==> src/rtl/audio_fifo_i2s_if.sv <==
`default_nettype none
// ============================================================================
//  Module   : audio_fifo_i2s_if
//  Purpose  : Bundles the sample-write port, status flags and I2S pins of
//             audio_fifo_i2s. The design uses the slave view; the voice engine
//             and codec side use the master view.
//  Revision : 1.0 - initial release
// ============================================================================
interface audio_fifo_i2s_if #(
    parameter int DEPTH = 16
);
    localparam int LVL_W = $clog2(DEPTH) + 1;

    logic             enable_i;
    logic             ld_fifo_i;
    logic [31:0]      tone_i;
    logic             clr_status_i;
    logic             fifo_full_o;
    logic             fifo_empty_o;
    logic [LVL_W-1:0] fifo_level_o;
    logic             overflow_o;
    logic             underrun_o;
    logic             i2s_bclk_o;
    logic             i2s_lrclk_o;
    logic             i2s_dacdat_o;

    modport slave (
        input  enable_i, ld_fifo_i, tone_i, clr_status_i,
        output fifo_full_o, fifo_empty_o, fifo_level_o, overflow_o, underrun_o,
        output i2s_bclk_o, i2s_lrclk_o, i2s_dacdat_o
    );

    modport master (
        output enable_i, ld_fifo_i, tone_i, clr_status_i,
        input  fifo_full_o, fifo_empty_o, fifo_level_o, overflow_o, underrun_o,
        input  i2s_bclk_o, i2s_lrclk_o, i2s_dacdat_o
    );
endinterface
`default_nettype wire

==> src/rtl/audio_fifo_i2s.sv <==
`default_nettype none
// ============================================================================
//  Module   : audio_fifo_i2s
//  Purpose  : Sample FIFO plus I2S transmitter behind the synth voice engine.
//             Stores the top DATA_W bits of each TONE word, pops one sample per
//             audio frame and sends it MSB-first on both L and R slots.
//  Options  : UNDERRUN_HOLD_EN - repeat the last sample on underrun
//             (undefined: mute the frame instead). UNDERRUN flags in both.
//  Revision : 1.0 - initial release
// ============================================================================
module audio_fifo_i2s #(
    parameter int DEPTH      = 16,
    parameter int DATA_W     = 24,
    parameter int BCLK_DIV   = 8,
    parameter int FRAME_BITS = 32
) (
    input  wire logic       clk_i,
    input  wire logic       rst_i,
    audio_fifo_i2s_if.slave bus
);
    localparam int AW   = $clog2(DEPTH);
    localparam int LW   = AW + 1;
    localparam int DIVW = (BCLK_DIV > 1) ? $clog2(BCLK_DIV) : 1;
    localparam int BW   = $clog2(2 * FRAME_BITS);

    localparam logic [DIVW-1:0] DIV_LAST = DIVW'(BCLK_DIV - 1);
    localparam logic [BW-1:0]   BIT_LAST = BW'(2 * FRAME_BITS - 1);
    localparam logic [BW-1:0]   BIT_LR   = BW'(FRAME_BITS - 1);
    localparam logic [BW-1:0]   BIT_R    = BW'(FRAME_BITS);
    localparam logic [LW-1:0]   LVL_FULL = LW'(DEPTH);

`ifdef UNDERRUN_HOLD_EN
    localparam bit HOLD_ON_UNDERRUN = 1'b1;
`else
    localparam bit HOLD_ON_UNDERRUN = 1'b0;
`endif

    // FIFO storage and bookkeeping
    logic [DATA_W-1:0] mem_q [DEPTH];
    logic [AW-1:0]     wr_ptr_q, wr_ptr_d;
    logic [AW-1:0]     rd_ptr_q, rd_ptr_d;
    logic [LW-1:0]     level_q, level_d;
    logic              full_q, full_d;
    logic              empty_q, empty_d;
    logic              ovf_q, ovf_d;
    logic              udr_q, udr_d;
    logic [DATA_W-1:0] held_q, held_d;

    // Serialiser state
    logic [DIVW-1:0]   div_q, div_d;
    logic [BW-1:0]     bit_q, bit_d;
    logic              bclk_q, bclk_d;
    logic              lrclk_q, lrclk_d;
    logic              dac_q, dac_d;
    logic [DATA_W-1:0] shreg_q, shreg_d;

    logic          w_tick;
    logic          w_fall;
    logic [BW-1:0] w_bit_nxt;
    logic          w_pop_slot;
    logic          w_push;
    logic          w_pop;
    logic          w_ovf_ev;
    logic          w_udr_ev;

    // Frame timing strobes; all FIFO decisions use the registered flags
    assign w_tick     = bus.enable_i && (div_q == DIV_LAST);
    assign w_fall     = w_tick && bclk_q;
    assign w_bit_nxt  = (bit_q == BIT_LAST) ? '0 : bit_q + BW'(1);
    assign w_pop_slot = w_fall && (w_bit_nxt == BIT_LAST);
    assign w_push     = bus.ld_fifo_i && !full_q;
    assign w_pop      = w_pop_slot && !empty_q;
    assign w_ovf_ev   = bus.ld_fifo_i && full_q;
    assign w_udr_ev   = w_pop_slot && empty_q;

    // FIFO pointer/level/flag next state and held-sample update at the frame pop
    always_comb begin
        wr_ptr_d = w_push ? wr_ptr_q + AW'(1) : wr_ptr_q;
        rd_ptr_d = w_pop  ? rd_ptr_q + AW'(1) : rd_ptr_q;
        level_d  = level_q;
        if (w_push && !w_pop) begin
            level_d = level_q + LW'(1);
        end else if (!w_push && w_pop) begin
            level_d = level_q - LW'(1);
        end
        full_d  = (level_d == LVL_FULL);
        empty_d = (level_d == '0);
        ovf_d   = bus.clr_status_i ? 1'b0 : (ovf_q | w_ovf_ev);
        udr_d   = bus.clr_status_i ? 1'b0 : (udr_q | w_udr_ev);
        held_d  = held_q;
        if (w_pop) begin
            held_d = mem_q[rd_ptr_q];
        end else if (w_udr_ev) begin
            held_d = HOLD_ON_UNDERRUN ? held_q : '0;
        end
    end

    // BCLK divider, slot counter, LRCLK and data shifter; idle forces everything low
    always_comb begin
        div_d   = div_q;
        bit_d   = bit_q;
        bclk_d  = bclk_q;
        lrclk_d = lrclk_q;
        dac_d   = dac_q;
        shreg_d = shreg_q;
        if (!bus.enable_i) begin
            div_d   = '0;
            bit_d   = '0;
            bclk_d  = 1'b0;
            lrclk_d = 1'b0;
            dac_d   = 1'b0;
            shreg_d = '0;
        end else begin
            div_d = w_tick ? '0 : div_q + DIVW'(1);
            if (w_tick) begin
                bclk_d = ~bclk_q;
            end
            if (w_fall) begin
                bit_d = w_bit_nxt;
                // LRCLK leads the slot by one bit, as I2S requires
                if (w_bit_nxt == BIT_LR) begin
                    lrclk_d = 1'b1;
                end else if (w_bit_nxt == BIT_LAST) begin
                    lrclk_d = 1'b0;
                end
                // Zero fill shifts in, so bits past DATA_W in a slot are 0
                if ((w_bit_nxt == '0) || (w_bit_nxt == BIT_R)) begin
                    dac_d   = held_q[DATA_W-1];
                    shreg_d = {held_q[DATA_W-2:0], 1'b0};
                end else begin
                    dac_d   = shreg_q[DATA_W-1];
                    shreg_d = {shreg_q[DATA_W-2:0], 1'b0};
                end
            end
        end
    end

    // Sample storage; no reset needed since the pointers define validity
    always_ff @(posedge clk_i) begin
        if (w_push) begin
            mem_q[wr_ptr_q] <= bus.tone_i[31 -: DATA_W];
        end
    end

    // State registers with asynchronous reset
    always_ff @(posedge clk_i or posedge rst_i) begin
        if (rst_i) begin
            wr_ptr_q <= '0;
            rd_ptr_q <= '0;
            level_q  <= '0;
            full_q   <= 1'b0;
            empty_q  <= 1'b1;
            ovf_q    <= 1'b0;
            udr_q    <= 1'b0;
            held_q   <= '0;
            div_q    <= '0;
            bit_q    <= '0;
            bclk_q   <= 1'b0;
            lrclk_q  <= 1'b0;
            dac_q    <= 1'b0;
            shreg_q  <= '0;
        end else begin
            wr_ptr_q <= wr_ptr_d;
            rd_ptr_q <= rd_ptr_d;
            level_q  <= level_d;
            full_q   <= full_d;
            empty_q  <= empty_d;
            ovf_q    <= ovf_d;
            udr_q    <= udr_d;
            held_q   <= held_d;
            div_q    <= div_d;
            bit_q    <= bit_d;
            bclk_q   <= bclk_d;
            lrclk_q  <= lrclk_d;
            dac_q    <= dac_d;
            shreg_q  <= shreg_d;
        end
    end

    // Low TONE bits below the transmitted width are intentionally dropped
    generate
        if (DATA_W < 32) begin : g_unused_tone
            logic w_unused_tone;
            assign w_unused_tone = ^bus.tone_i[31-DATA_W:0];
        end
    endgenerate

    assign bus.fifo_full_o  = full_q;
    assign bus.fifo_empty_o = empty_q;
    assign bus.fifo_level_o = level_q;
    assign bus.overflow_o   = ovf_q;
    assign bus.underrun_o   = udr_q;
    assign bus.i2s_bclk_o   = bclk_q;
    assign bus.i2s_lrclk_o  = lrclk_q;
    assign bus.i2s_dacdat_o = dac_q;
endmodule
`default_nettype wire

==> src/flat_wrapper.sv <==
// flat-port wrapper written by rule: the top's interface ports become plain ports
module audio_fifo_i2s_flat 
#(
    parameter int DEPTH      = 16,
    parameter int DATA_W     = 24,
    parameter int BCLK_DIV   = 8,
    parameter int FRAME_BITS = 32
)
  (clk_i, rst_i, bus_enable_i, bus_ld_fifo_i, bus_tone_i, bus_clr_status_i, bus_fifo_full_o, bus_fifo_empty_o, bus_fifo_level_o, bus_overflow_o, bus_underrun_o, bus_i2s_bclk_o, bus_i2s_lrclk_o, bus_i2s_dacdat_o);
  audio_fifo_i2s_if #(.DEPTH(DEPTH)) bus_i ();
  input  wire logic clk_i;
  input  wire logic rst_i;
  input wire logic [$bits(bus_i.enable_i)-1:0] bus_enable_i;
  input wire logic [$bits(bus_i.ld_fifo_i)-1:0] bus_ld_fifo_i;
  input wire logic [$bits(bus_i.tone_i)-1:0] bus_tone_i;
  input wire logic [$bits(bus_i.clr_status_i)-1:0] bus_clr_status_i;
  output wire logic [$bits(bus_i.fifo_full_o)-1:0] bus_fifo_full_o;
  output wire logic [$bits(bus_i.fifo_empty_o)-1:0] bus_fifo_empty_o;
  output wire logic [$bits(bus_i.fifo_level_o)-1:0] bus_fifo_level_o;
  output wire logic [$bits(bus_i.overflow_o)-1:0] bus_overflow_o;
  output wire logic [$bits(bus_i.underrun_o)-1:0] bus_underrun_o;
  output wire logic [$bits(bus_i.i2s_bclk_o)-1:0] bus_i2s_bclk_o;
  output wire logic [$bits(bus_i.i2s_lrclk_o)-1:0] bus_i2s_lrclk_o;
  output wire logic [$bits(bus_i.i2s_dacdat_o)-1:0] bus_i2s_dacdat_o;
  assign bus_i.enable_i = bus_enable_i;
  assign bus_i.ld_fifo_i = bus_ld_fifo_i;
  assign bus_i.tone_i = bus_tone_i;
  assign bus_i.clr_status_i = bus_clr_status_i;
  assign bus_fifo_full_o = bus_i.fifo_full_o;
  assign bus_fifo_empty_o = bus_i.fifo_empty_o;
  assign bus_fifo_level_o = bus_i.fifo_level_o;
  assign bus_overflow_o = bus_i.overflow_o;
  assign bus_underrun_o = bus_i.underrun_o;
  assign bus_i2s_bclk_o = bus_i.i2s_bclk_o;
  assign bus_i2s_lrclk_o = bus_i.i2s_lrclk_o;
  assign bus_i2s_dacdat_o = bus_i.i2s_dacdat_o;
  audio_fifo_i2s #(.DEPTH(DEPTH), .DATA_W(DATA_W), .BCLK_DIV(BCLK_DIV), .FRAME_BITS(FRAME_BITS)) u_core (.clk_i(clk_i), .rst_i(rst_i), .bus(bus_i));
endmodule
==> config.mk <==
export PLATFORM = sky130hd
export DESIGN_NAME = audio_fifo_i2s_flat
export DESIGN_NICKNAME = d
export VERILOG_FILES = /design/src/rtl/audio_fifo_i2s_if.sv /design/src/rtl/audio_fifo_i2s.sv /design/src/flat_wrapper.sv
export SDC_FILE = /design/constraint.sdc
export NUM_CORES = 1
export LEC_CHECK = 0
export BUFFER_PORTS_ARGS = -buffer_cell sky130_fd_sc_hd__buf_2
export CAP_MARGIN = 20
export CORE_UTILIZATION = 55
export CTS_CLUSTER_SIZE = 10
export DETAILED_ROUTE_END_ITERATION = 6
export PLACE_DENSITY = 0.73
export REMOVE_ABC_BUFFERS = 1
export SYNTH_ARGS = -nofsm -noshare
export SYNTH_HDL_FRONTEND = slang
export SYNTH_SLANG_ARGS = --single-unit
==> constraint.sdc <==
create_clock -name clk_i -period 3.1 [get_ports clk_i]
set_input_delay 0.155 -clock clk_i [delete_from_list [all_inputs] [get_ports clk_i]]
set_output_delay 0.155 -clock clk_i [all_outputs]
set_load 0.01 [all_outputs]
==> summary.md, run 1 <==
| Metric | Value |
|---|---|
| Run status | `finished clean` |
| Overall die height | `185 um` |
| RePlAce Congestion | `0.778` |
| Number of remaining DRC errors | `0` |
| Net count reported at finish | `1,172` |
| Worst clock skew on the final layout | `0.0165 ns` |
| Aggregate negative setup slack | `0 ns` |
| Reported net switching power | `3.46 mW` |
| Die ar. | `34,100 um2` |
| Launch point of the worst reg-to-reg path | `u_core.bit_q[0]$_DFFE_PP0P_` |
| Total I/O pin count | `49` |
| Flip-flop and latch count after synthesis | `460` |
| Sequential cell area | `13,400 um2` |
| Sequential fraction of the synthesis area | `73.2%` |
| Filler instances | `2,228` |
| Starting density of the core | `56.1%` |
| Global routing usage summed across all routing layers | `23.6%` |
| P&R area growth vs syn | `15.2%` |
| Port Buffer Count | `40` |
| Commonest register cell after synthesis | `sky130_fd_sc_hd__edfxtp_1` |
| Number of levels the H-tree was split into | `2` |
| Share of flip-flops with an asynchronous set or reset after synthesis | `16.5%` |
| Final worst slack | `0.723 ns` |
| Number of enable-type register cells in the synthesized netlist | `384` |
| Worst rel slew slack | `41.3%` |
| Worst setup path start | `u_core.bit_q[0]$_DFFE_PP0P_` |
| Max-slew violation count | `0` |
| Number of design-rule violations left by the first detailed-router iteration | `853` |
| Share of cells above drive strength 1 | `20.1%` |
| Cell area after synthesis | `18,300 um2` |
| Final count of negative-setup-slack endpoints | `0` |
| Syn Area/Cell | `17.9 um2` |
| Grt peak-use layer | `met2` |
| Switching portion of total power | `23.7%` |
| Sequential group share of total power | `51.7%` |
| Wire length after detailed routing | `38,700 um` |
| Number of nets still failing antenna checks after routing | `0` |
| Measured slew at the worst slew-check pin | `0.875 ns` |
| Cell count after placement | `1,483` |
| Clock-pin transition on the worst setup and hold timing paths | `0.06 ns` |
| Initial antenna violation count | `0` |
| Placement Rows | `66` |
| Number of distinct library cell variants in the gate-level netlist after synthesis | `57` |
| Proportion of power drawn by combinational gates | `10.1%` |
| Count of maximum capacitance violations | `0` |
| Total grt overflow | `0` |
| Pre-CTS WS | `0.759 ns` |
| Worst hold path startpoint | `bus_ld_fifo_i` |
| CTS Root Buffer Type | `sky130_fd_sc_hd__clkbuf_16` |
| Final clock period utilization by the worst path | `76.7%` |
| Overall power of the completed layout | `14.6 mW` |
| Diode count | `0` |
| Core footprint | `32,700 um2` |
| Critical Setup Path Class | `flop to flop` |
| Worst setup SP type | `flop` |
| Time the final worst path needs with I/O delays and setup | `2.38 ns` |
| Non-filler instance count after layout | `1,609` |
| VDD IR-drop max | `0.518 mV` |
| Synthesized instance count | `1,024` |
| Worst min path class | `input port to flop` |
| Clock Tree Buf Depth | `3` |
| Met2 usage in global routing | `37.7%` |
| Endpoint arrival time on the critical path | `2.80 ns` |
| Critical path peak fanout | `19` |
| DR vias/cell | `6.09` |
| Combined area of the multi-input logic cells | `4630 um2` |
| Setup repair after global routing missed its margin | `false` |
| Internal power | `11.1 mW` |
| Met1 global-route usage | `34.0%` |
| Leakage power | `7.25 nW` |
| Via count | `9,800` |
| Global-route track usage on met3 | `3.46%` |
| Clock network fraction of total power | `38.2%` |
| HPWL Detailed | `21,900 um` |
| Final worst hold slack | `0.153 ns` |
| TritonCTS clock tree | `done` |
| Via count of the first global-routing pass | `9,894` |
| Count of warnings emitted by yosys | `0` |
| Clock network latency to the later pin of the worst-skew pair | `0.56 ns` |
| Maximum number of pins on one net before global-route repair | `59` |
| Required time at the endpoint of the critical path | `3.52 ns` |
| Ratio of total power to cell area | `690 nW/um2` |
| Avg WL per Cell | `24.0 um` |
| Top achievable clock speed | `421 MHz` |
| Number of CTS-inserted buffers | `52` |
| Router iterations before antenna repair | `5` |
| Overall die width | `185 um` |
| Wire length of the first global-routing pass | `58,800 um` |
| Final hold vios | `0` |
| Clock sink count | `460` |
| Endpoint class of the critical path | `flop` |
[critical path: stages, from the launching register on]
cell and delay [ns]:
sky130_fd_sc_hd__dfrtp_1 0.46, sky130_fd_sc_hd__ha_1 0.33, sky130_fd_sc_hd__a21oi_1 0.28, sky130_fd_sc_hd__o21ai_1 0.17, sky130_fd_sc_hd__nand2_1 0.15, sky130_fd_sc_hd__nand3_1 0.32
sky130_fd_sc_hd__buf_4 0.35, sky130_fd_sc_hd__nand2_1 0.11, sky130_fd_sc_hd__o21ai_0 0.09
[sequential cells by signal, summed over array words and instances (netlist names), 3 cells and up]
register,cells
u_core.div_q,3
u_core.shreg_q,23
u_core.rd_ptr_q,4
u_core.mem_q,384
u_core.wr_ptr_q,4
u_core.bit_q,6
u_core.held_q,24
u_core.bus.fifo_level_o,5
[layout by cell type, fill, tap and decap left out, drive strengths merged, types with 10 or more instances in the layout]
cell type and n:
o221ai 57, ha 11, xnor2 10, dlygate4sd3 28
nor2 46, nand2 72, o21ai 26, edfxtp 384
mux2i 100, dfrtp 75, a211oi 25, buf 83
mux4 63, clkbuf 96
[what timing repair did]
action | 4_1_cts | 5_1_grt
gates resized for setup | 0 | 0
hold buffers | 28 | 0
endpoints found under the hold margin | 416 | 0
buffers inserted | 0 | 0
[Yosys cell counts, types with 10 or more instances]
cell	n	share of area (%)
sky130_fd_sc_hd__edfxtp_1	384	63
sky130_fd_sc_hd__nor2_1	46	0.94
sky130_fd_sc_hd__ha_1	11	0.75
sky130_fd_sc_hd__mux4_2	63	7.7
sky130_fd_sc_hd__buf_6	10	0.61
sky130_fd_sc_hd__o21ai_0	24	0.65
sky130_fd_sc_hd__nand2_1	72	1.5
sky130_fd_sc_hd__dfrtp_1	75	10
sky130_fd_sc_hd__o221ai_1	57	2.7
sky130_fd_sc_hd__xnor2_1	10	0.48
sky130_fd_sc_hd__a211oi_1	25	1.0
sky130_fd_sc_hd__clkbuf_1	32	0.65
sky130_fd_sc_hd__mux2i_1	100	5.5
[cells by family after synthesis]
group | share of synthesized area, %
AO/OA/AOI/OAI | 5.68
adder cells (fa/ha/maj) | 0.812
flip-flops | 73.2
multiplexers | 13.4
XOR/XNOR | 0.805
AND/OR/NAND/NOR | 3.94
buffers and inverters | 2.14
[layout make-up]
cell class	instances	area share [%]
Clock buffer	96	7.24
Clock inverter	1	0.0948
Inverter	9	0.166
Multi-Input combinational cell	490	21.9
Sequential cell	460	63.6
Tap cell	442	2.62
Timing Repair Buffer	111	4.37
[final timing paths]
kind / to / depth (start not counted) / slack, ns
setup / recovery: u_core.held_q[2]$_DFFE_PP0P_ / 8 / 0.72
hold / removal: u_core.wr_ptr_q[3]$_DFFE_PP0P_ / 4 / 0.15
setup reg to reg: u_core.held_q[2]$_DFFE_PP0P_ / 8 / 0.72
hold reg to reg: u_core.div_q[0]$_DFF_PP0_ / 1 / 0.44
max in group asynchronous: u_core.bus.fifo_empty_o$_DFF_PP1_ / 4 / 2.15
min in group asynchronous: u_core.held_q[21]$_DFFE_PP0P_ / 3 / 0.19
[per-stage QoR]
stage	cell area, um2	utilization (%)
finish	21100	64.6
global placement	19300	58.9
CTS	21100	64.5
global route	21100	64.6
detailed placement	19300	58.9
floorplan	18000	-
[routing by layer]
metal  part of all wire, %  routed length [um]  up-vias
met5                     0                   0        -
met1                    43               16500     5055
li1                      -                   -     4312
met4                   2.6                1020        0
met2                    49               18800      354
met3                   6.2                2400       79
[power by group through the flow]
stage / registers [mW] / clock network [mW] / logic (mW)
2_1_floorplan: 7.65 / 0 / 0.769
5_1_grt: 7.58 / 5.93 / 1.58
6_report: 7.54 / 5.58 / 1.47
3_3_place_gp: 7.62 / 0 / 1.40
3_5_place_dp: 7.66 / 0 / 1.44
4_1_cts: 7.54 / 5.65 / 1.48
(Power assumes the default switching activity.)
==> run 2: changes to the inputs <==
ABC_AREA = 1   (was default)
clock period = 2.05 ns   (was 3.1 ns; I/O delays follow)
==> run 2 against run 1 <==
  * Area after synthesis is essentially flat
  * Flip-flop and latch count is the same
  * Worst hold slack lost 0.050 ns
  * First-iteration DRC count grew 59%
  * Total power grew 46%
  * Highest routed layer unchanged
  * Setup slack lost 0.65 ns
  * Critical path depth shrank 2
  * Via count grew 26%
  * Clock power grew 44%
  * Count of clock-buffer cells in the layout shrank 12
==> summary.md, run 2 <==
| Metric | Value |
|---|---|
| Max-slew violation count | `0 (unchanged)` |
| Final count of negative-setup-slack endpoints | `0 (unchanged)` |
| Synthesized instance count | `1,475 (was 1,024)` |
| Wire length of the first global-routing pass | `67,200 um (was 58,800 um)` |
| Starting density of the core | `56.1% (about the same)` |
| R2r worst-path depth | `6 (was 8)` |
| Final clock period utilization by the worst path | `96.4% (was 76.7%)` |
| Top achievable clock speed | `506 MHz (was 421 MHz)` |
| Endpoint arrival time on the critical path | `2.45 ns (was 2.80 ns)` |
| Worst clock skew on the final layout | `0.0129 ns (was 0.0165 ns)` |
| Setup repair after global routing missed its margin | `true (was false)` |
| Placement Rows | `66 (unchanged)` |
| Filler instances | `2,254 (was 2,228)` |
| Clock sink count | `460 (unchanged)` |
| Net count reported at finish | `1,645 (was 1,172)` |
| Flip-flop and latch count after synthesis | `460 (unchanged)` |
| Syn Area/Cell | `12.4 um2 (was 17.9 um2)` |
| Global routing usage summed across all routing layers | `26.4% (was 23.6%)` |
| CTS Root Buffer Type | `sky130_fd_sc_hd__clkbuf_16 (unchanged)` |
| Diode count | `0 (unchanged)` |
| Top cell type's share of synthesized area | `62.9% (about the same)` |
| Commonest non-fill, non-tap cells in the layout | `384 x sky130_fd_sc_hd__edfxtp_1, 222 x sky130_fd_sc_hd__nand2_1, 182 x sky130_fd_sc_hd__o21ai_0 (was 384 x sky130_fd_sc_hd__edfxtp_1, 100 x sky130_fd_sc_hd__mux2i_1, 73 x sky130_fd_sc_hd__dfrtp_1)` |
| Count of warnings emitted by yosys | `0 (unchanged)` |
| Via count | `12.3k (was 9,800)` |
| HPWL Detailed | `25,500 um (was 21,900 um)` |
| Number of enable-type register cells in the synthesized netlist | `384 (unchanged)` |
| Most area-consuming cells after synthesis | `sky130_fd_sc_hd__edfxtp_1 63%, sky130_fd_sc_hd__dfrtp_1 10%, sky130_fd_sc_hd__o21ai_0 5.0% (was sky130_fd_sc_hd__edfxtp_1 63%, sky130_fd_sc_hd__dfrtp_1 10%, sky130_fd_sc_hd__mux4_2 7.7%)` |
| Most common cell after layout, fill and taps aside | `sky130_fd_sc_hd__edfxtp_1 (unchanged)` |
| Number of distinct library cell variants in the gate-level netlist after synthesis | `32 (was 57)` |
| Avg WL per Cell | `21.4 um (was 24.0 um)` |
| Sequential cell area | `13,400 um2 (about the same)` |
| Die ar. | `34,100 um2 (about the same)` |
| Final design utilization | `66.6% (was 64.6%)` |
| Number of nets still failing antenna checks after routing | `0 (unchanged)` |
| Endpoint class of the critical path | `flop (unchanged)` |
| Most used standard cell by instance count after synthesis | `sky130_fd_sc_hd__edfxtp_1 (unchanged)` |
| Total I/O pin count | `49 (unchanged)` |
| VDD IR-drop max | `0.761 mV (was 0.518 mV)` |
| Critical Setup Path Class | `flop to flop (unchanged)` |
| RePlAce Congestion | `0.827 (was 0.778)` |
| Clock-pin transition on the worst setup and hold timing paths | `0.06 ns (about the same)` |
| Maximum number of pins on one net before global-route repair | `60 (was 59)` |
| Commonest cells post-synth | `384 x sky130_fd_sc_hd__edfxtp_1, 225 x sky130_fd_sc_hd__nand2_1, 183 x sky130_fd_sc_hd__o21ai_0, 173 x sky130_fd_sc_hd__nor2_1, 101 x sky130_fd_sc_hd__nand3_1 (was 384 x sky130_fd_sc_hd__edfxtp_1, 100 x sky130_fd_sc_hd__mux2i_1, 75 x sky130_fd_sc_hd__dfrtp_1, 72 x sky130_fd_sc_hd__nand2_1, 63 x sky130_fd_sc_hd__mux4_2)` |
| TritonCTS clock tree | `done (unchanged)` |
| Launch point of the worst reg-to-reg path | `u_core.rd_ptr_q[0]$_DFFE_PP0P_ (was u_core.bit_q[0]$_DFFE_PP0P_)` |
| Number of design-rule violations left by the first detailed-router iteration | `1,353 (was 853)` |
| Leakage power | `7.73 nW (was 7.25 nW)` |
| Overall die height | `185 um (about the same)` |
| Port Buffer Count | `40 (unchanged)` |
| Sequential fraction of the synthesis area | `73.2% (about the same)` |
| Share of cells above drive strength 1 | `14.6% (was 20.1%)` |
| Flop-to-flop setup slack | `0.07 ns (was 0.72 ns)` |
| Number of levels the H-tree was split into | `2 (unchanged)` |
| Total grt overflow | `0 (unchanged)` |
| Area of all placed cells without fillers | `21,800 um2 (was 21,100 um2)` |
| Dpl cell area | `19,900 um2 (was 19,300 um2)` |
| Via count of the first global-routing pass | `12.0k (was 9,894)` |
| Initial antenna violation count | `0 (unchanged)` |
| Number of flip-flops under the largest register name | `384 (unchanged)` |
| Required time at the endpoint of the critical path | `2.52 ns (was 3.52 ns)` |
| Count of maximum capacitance violations | `0 (unchanged)` |
| Worst rel slew slack | `62.0% (was 41.3%)` |
| Register with the most flip-flops | `u_core.mem_q (unchanged)` |
| Critical path peak fanout | `44 (was 19)` |
| Run status | `finished clean (unchanged)` |
| Wire length after detailed routing | `44,200 um (was 38,700 um)` |
| Worst min path class | `input port to asynchronous set/reset pin (was input port to flop)` |
| Library cell occupying the most area in the post-synthesis netlist | `sky130_fd_sc_hd__edfxtp_1 (unchanged)` |
| Share of flip-flops with an asynchronous set or reset after synthesis | `16.5% (unchanged)` |
| Number of CTS-inserted buffers | `51 (was 52)` |
| Final hold vios | `0 (unchanged)` |
| Ratio of total power to cell area | `980 nW/um2 (was 690 nW/um2)` |
| Clock network latency to the later pin of the worst-skew pair | `0.55 ns (was 0.56 ns)` |
| Commonest register cell after synthesis | `sky130_fd_sc_hd__edfxtp_1 (unchanged)` |
| Cell count after placement | `1,950 (was 1,483)` |
| Worst setup SP type | `flop (unchanged)` |
| Combined area of the multi-input logic cells | `4540 um2 (was 4630 um2)` |
| Time the final worst path needs with I/O delays and setup | `1.98 ns (was 2.38 ns)` |
| DR vias/cell | `5.96 (was 6.09)` |
| Clock Tree Buf Depth | `3 (unchanged)` |
| Cell area after synthesis | `18,300 um2 (about the same)` |
| Registers with the most flip-flops | `u_core.mem_q: 384 flops, u_core.held_q: 24 flops, u_core.shreg_q: 23 flops (unchanged)` |
| Measured slew at the worst slew-check pin | `0.564 ns (was 0.875 ns)` |
| Reg2reg end | `u_core.held_q[16]$_DFFE_PP0P_ (was u_core.held_q[2]$_DFFE_PP0P_)` |
| Non-filler instance count after layout | `2,070 (was 1,609)` |
| Core footprint | `32,700 um2 (unchanged)` |
| Router iterations before antenna repair | `5 (unchanged)` |
| P&R area growth vs syn | `18.7% (was 15.2%)` |
| Overall die width | `185 um (about the same)` |
| Number of remaining DRC errors | `0 (unchanged)` |
==> run 2: how the worst max path moves through the flow <==
| stage | endpoint | slack (ns) | start |
|---|---|---|---|
| 5_1_grt | u_core.bus.fifo_empty_o$_DFF_PP1_ | -0.13 | u_core.bit_q[0]$_DFFE_PP0P_ |
| 6_report | u_core.held_q[16]$_DFFE_PP0P_ | 0.07 | u_core.rd_ptr_q[0]$_DFFE_PP0P_ |
| 3_5_place_dp | u_core.bus.fifo_full_o$_DFF_PP0_ | -0.007 | u_core.div_q[0]$_DFF_PP0_ |
| 3_3_place_gp | u_core.bus.fifo_empty_o$_DFF_PP1_ | 0.05 | u_core.bit_q[0]$_DFFE_PP0P_ |
| 4_1_cts | u_core.held_q[20]$_DFFE_PP0P_ | 0.005 | u_core.rd_ptr_q[0]$_DFFE_PP0P_ |
| 2_1_floorplan | u_core.held_q[23]$_DFFE_PP0P_ | -5.73 | u_core.rd_ptr_q[0]$_DFFE_PP0P_ |
==> run 2: layer usage <==
metal  up-vias  GRT usage (%)  share of wire [%]
met4         0           9.09                2.6
li1       5610              -                  -
met3        92           3.71                7.6
met1      6082           36.3                 41
met5         -              0                  0
met2       557           43.5                 49
==> run 2: metrics by stage <==
step	TNS, ns	hold slack [ns]	setup slack (ns)	power, mW
2_1_floorplan	-379.89	0.166	-5.73	12.2
3_3_place_gp	0	0.130	0.0550	13.3
3_5_place_dp	-0.00652	0.133	-0.00652	13.4
4_1_cts	0	0.109	0.00501	21.4
5_1_grt	-0.251	0.160	-0.129	22.0
6_report	0	0.103	0.0743	21.3
==> run 2: cells by family after synthesis <==
| kind of cell | after synthesis | share of synthesized area, % |
|---|---|---|
| and+or+nand+nor | 522 | 11.9 |
| DFF | 460 | 73.2 |
| AOI/OAI and AO/OA | 336 | 10.7 |
| buffers and inverters | 137 | 3.01 |
| adders and majority gates | 11 | 0.750 |
| xor gates and xnor gates | 9 | 0.430 |
==> run 2: where the power goes <==
part	leakage [nW]	switching [mW]	internal, mW	total (mW)
Clock	0.690	3.29	4.73	8.02
Sequential	4.49	0.251	11.0	11.3
Combinational	2.55	1.40	0.645	2.05
Total	7.73	4.95	16.4	21.3
==> run 2: critical path, cell delays in order, from the launching register on <==
cell                       delay [ns]
sky130_fd_sc_hd__dfrtp_4         0.52
sky130_fd_sc_hd__buf_12          0.25
sky130_fd_sc_hd__buf_4           0.24
sky130_fd_sc_hd__a21oi_1         0.08
sky130_fd_sc_hd__a221oi_1        0.35
sky130_fd_sc_hd__o21ai_0         0.23
sky130_fd_sc_hd__o21ai_1         0.18
==> run 2: layout make-up <==
cell class,instances,area share (%)
Sequential cell,460,61.7
Tap cell,442,2.54
Multi-Input combinational cell,878,20.8
Clock buffer,84,6.63
Inverter,47,0.839
Timing Repair Buffer,159,7.41
==> run 2: timing repair <==
action                                  4_1_cts  5_1_grt
gates cloned                                  0        1
resized for setup                             1       17
hold buffers                                 28        0
endpoints found under the hold margin       463        0
endpoints found under the setup margin        4       55
buffers inserted                              3        4
pin swaps                                     2       10
==> run 3: changes to the inputs <==
CORE_UTILIZATION = 30   (was 55)
PLACE_DENSITY = 0.45   (was 0.73)
==> run 3 against run 2 <==
  * First-iteration DRC count fell by 24%
  * Design area rose by 2.2%
  * Utilization fell by 30 points
  * Sequential share of layout area fell by 1.3 points
  * Worst hold slack got worse by 0.066 ns
  * Critical path type unchanged
  * Critical endpoint is now u_core.bus.fifo_full_o$_DFF_PP0_
  * Largest cell class unchanged
==> summary.md, run 3 (same netlist as run 2, synthesis figures left out) <==
| Metric | Value |
|---|---|
| Non-filler instance count after layout | `2,411 (was 2,070)` |
| Share of cells above drive strength 1 | `15.0% (was 14.6%)` |
| HPWL Detailed | `29,300 um (was 25,500 um)` |
| Die ar. | `62,100 um2 (was 34,100 um2)` |
| Count of maximum capacitance violations | `0 (unchanged)` |
| Number of design-rule violations left by the first detailed-router iteration | `1,034 (was 1,353)` |
| Final clock period utilization by the worst path | `96.2% (was 96.4%)` |
| Met3 wire length | `1950 um (was 3340 um)` |
| DR WL met2 | `23,700 um (was 21,600 um)` |
| Registers with the most flip-flops | `u_core.mem_q: 384 flops, u_core.held_q: 24 flops, u_core.shreg_q: 23 flops (unchanged)` |
| Clock network fraction of total power | `38.9% (was 37.6%)` |
| Time the final worst path needs with I/O delays and setup | `1.97 ns (was 1.98 ns)` |
| Register with the most flip-flops | `u_core.mem_q (unchanged)` |
| VDD IR-drop max | `0.570 mV (was 0.761 mV)` |
| Clock Tree Buf Depth | `3 (unchanged)` |
| Max-slew violation count | `0 (unchanged)` |
| Port Buffer Count | `40 (unchanged)` |
| Global routing usage summed across all routing layers | `16.6% (was 26.4%)` |
| Switching portion of total power | `24.3% (was 23.2%)` |
| Number of nets still failing antenna checks after routing | `0 (unchanged)` |
| Worst rel slew slack | `59.1% (was 62.0%)` |
| Number of flip-flops under the largest register name | `384 (unchanged)` |
| Sequential group share of total power | `51.7% (was 52.8%)` |
| Number of remaining DRC errors | `0 (unchanged)` |
| Worst min path class | `input port to asynchronous set/reset pin (unchanged)` |
| Max layer used | `met4 (unchanged)` |
| Diode count | `0 (unchanged)` |
| RePlAce Congestion | `0.799 (was 0.827)` |
| Run status | `finished clean (unchanged)` |
| P&R area growth vs syn | `21.2% (was 18.7%)` |
| Proportion of power drawn by combinational gates | `9.4% (was 9.6%)` |
| Starting density of the core | `30.4% (was 56.1%)` |
| Internal power | `16.5 mW (was 16.4 mW)` |
| Most common cell after layout, fill and taps aside | `sky130_fd_sc_hd__edfxtp_1 (unchanged)` |
| Avg WL per Cell | `21.3 um (was 21.4 um)` |
| Maximum number of pins on one net before global-route repair | `56 (was 60)` |
| Placement Rows | `90 (was 66)` |
| Net count reported at finish | `1,646 (was 1,645)` |
| Commonest non-fill, non-tap cells in the layout | `384 x sky130_fd_sc_hd__edfxtp_1, 223 x sky130_fd_sc_hd__nand2_1, 181 x sky130_fd_sc_hd__o21ai_0 (was 384 x sky130_fd_sc_hd__edfxtp_1, 222 x sky130_fd_sc_hd__nand2_1, 182 x sky130_fd_sc_hd__o21ai_0)` |
| Total grt overflow | `0 (unchanged)` |
| Overall die height | `249 um (was 185 um)` |
| Via count of the first global-routing pass | `11.6k (was 12.0k)` |
| Clock-pin transition on the worst setup and hold timing paths | `0.06 ns (about the same)` |
| Critical path peak fanout | `3 (was 44)` |
| Ratio of total power to cell area | `979 nW/um2 (was 980 nW/um2)` |
| TritonCTS clock tree | `done (unchanged)` |
| Overall power of the completed layout | `21.8 mW (was 21.3 mW)` |
| Top achievable clock speed | `507 MHz (was 506 MHz)` |
| Initial antenna violation count | `0 (unchanged)` |
| Total I/O pin count | `49 (unchanged)` |
| Via count | `11.9k (was 12.3k)` |
| Final hold vios | `0 (unchanged)` |
| Number of levels the H-tree was split into | `2 (unchanged)` |
| Wire length after detailed routing | `51,300 um (was 44,200 um)` |
| Required time at the endpoint of the critical path | `2.57 ns (was 2.52 ns)` |
| Router iterations before antenna repair | `6 (was 5)` |
| Clock sink count | `460 (unchanged)` |
| Clock network latency to the later pin of the worst-skew pair | `0.59 ns (was 0.55 ns)` |
| Leakage power | `7.76 nW (was 7.73 nW)` |
| Cell count after placement | `2,292 (was 1,950)` |
| Worst clock skew on the final layout | `0.0127 ns (was 0.0129 ns)` |
| Measured slew at the worst slew-check pin | `0.607 ns (was 0.564 ns)` |
| Core footprint | `60,400 um2 (was 32,700 um2)` |
| Final count of negative-setup-slack endpoints | `0 (unchanged)` |
| Endpoint class of the critical path | `flop (unchanged)` |
| CTS Root Buffer Type | `sky130_fd_sc_hd__clkbuf_16 (unchanged)` |
| Worst setup SP type | `flop (unchanged)` |
| Critical Setup Path Class | `flop to flop (unchanged)` |
| DR vias/cell | `4.95 (was 5.96)` |
| Setup repair after global routing missed its margin | `true (unchanged)` |
| Number of CTS-inserted buffers | `53 (was 51)` |
| Endpoint arrival time on the critical path | `2.49 ns (was 2.45 ns)` |
| Wire length of the first global-routing pass | `77,000 um (was 67,200 um)` |
| Overall die width | `249 um (was 185 um)` |
| Reported net switching power | `5.28 mW (was 4.95 mW)` |
| WL met1 | `24,600 um (was 18,100 um)` |
==> run 3: worst max-delay path: stages, from the launching register on <==
cell and delay [ns]:
sky130_fd_sc_hd__dfrtp_1 0.35, sky130_fd_sc_hd__ha_2 0.20, sky130_fd_sc_hd__ha_4 0.15, sky130_fd_sc_hd__nand2_4 0.06, sky130_fd_sc_hd__nor2_4 0.15, sky130_fd_sc_hd__nand3_4 0.10
sky130_fd_sc_hd__inv_1 0.06, sky130_fd_sc_hd__nand2_1 0.07, sky130_fd_sc_hd__nor2_2 0.17, sky130_fd_sc_hd__nand4_1 0.13, sky130_fd_sc_hd__nand2_1 0.08, sky130_fd_sc_hd__nand2_1 0.05
sky130_fd_sc_hd__nand2_1 0.10, sky130_fd_sc_hd__nand3_2 0.11, sky130_fd_sc_hd__nor2_1 0.11
==> run 3: final timing paths <==
path,startpoint,slack (ns),depth (start not counted),endpoint
worst min register to register,u_core.held_q[21]$_DFFE_PP0P_,0.48,2,u_core.held_q[21]$_DFFE_PP0P_
min in group clk_i,bus_clr_status_i,0.22,3,u_core.bus.underrun_o$_DFF_PP0_
max in group asynchronous,rst_i,1.23,5,u_core.shreg_q[22]$_DFFE_PP0P_
worst min-delay path,rst_i,0.04,3,u_core.div_q[0]$_DFF_PP0_
worst max-delay path,u_core.div_q[0]$_DFF_PP0_,0.08,14,u_core.bus.fifo_full_o$_DFF_PP0_
worst max register to register,u_core.div_q[0]$_DFF_PP0_,0.08,14,u_core.bus.fifo_full_o$_DFF_PP0_
==> run 3: layout make-up <==
class / instances / area, um2
fillers: 5855 / 38100
flip-flops and latches: 460 / 13400
multi-input cells: 878 / 4550
repair buffers: 158 / 1590
clock buffers: 83 / 1480
well taps: 782 / 978
inverters: 47 / 186
clock inverters: 3 / 17.5
==> run 3: power groups by stage <==
stage / combinational (mW) / clock [mW] / sequential [mW]
finish: 2.05 / 8.46 / 11.3
global route: 2.26 / 9.05 / 11.3
CTS: 2.05 / 8.71 / 11.2
detailed placement: 2.00 / 0 / 11.4
global placement: 1.99 / 0 / 11.4
floorplan: 0.822 / 0 / 11.4
==> run 3: repair_timing <==
item,in CTS,in global routing
endpoints found under the hold margin,455,0
pin swaps,1,12
setup buffers,2,3
gates resized for setup,1,27
endpoints found under the setup margin,3,43
hold buffers,28,0
==> run 3: per-stage QoR <==
step	area [um2]	TNS, ns	hold WS (ns)	util, %	setup slack (ns)
2_1_floorplan	18000	-379.89	0.166	-	-5.73
3_3_place_gp	20300	0	0.104	33.7	0.0525
3_5_place_dp	20300	-0.0110	0.107	33.7	-0.00747
4_1_cts	22100	0	0.0174	36.6	0.00590
5_1_grt	22200	-0.262	0.0482	36.8	-0.0989
6_report	22200	0	0.0377	36.8	0.0775
==> run 3: layer usage <==
layer	track usage (%)	vias up
li1	-	5606
met1	23.6	6002
met2	26.2	244
met3	2.25	72
met4	5.04	0
met5	0	-
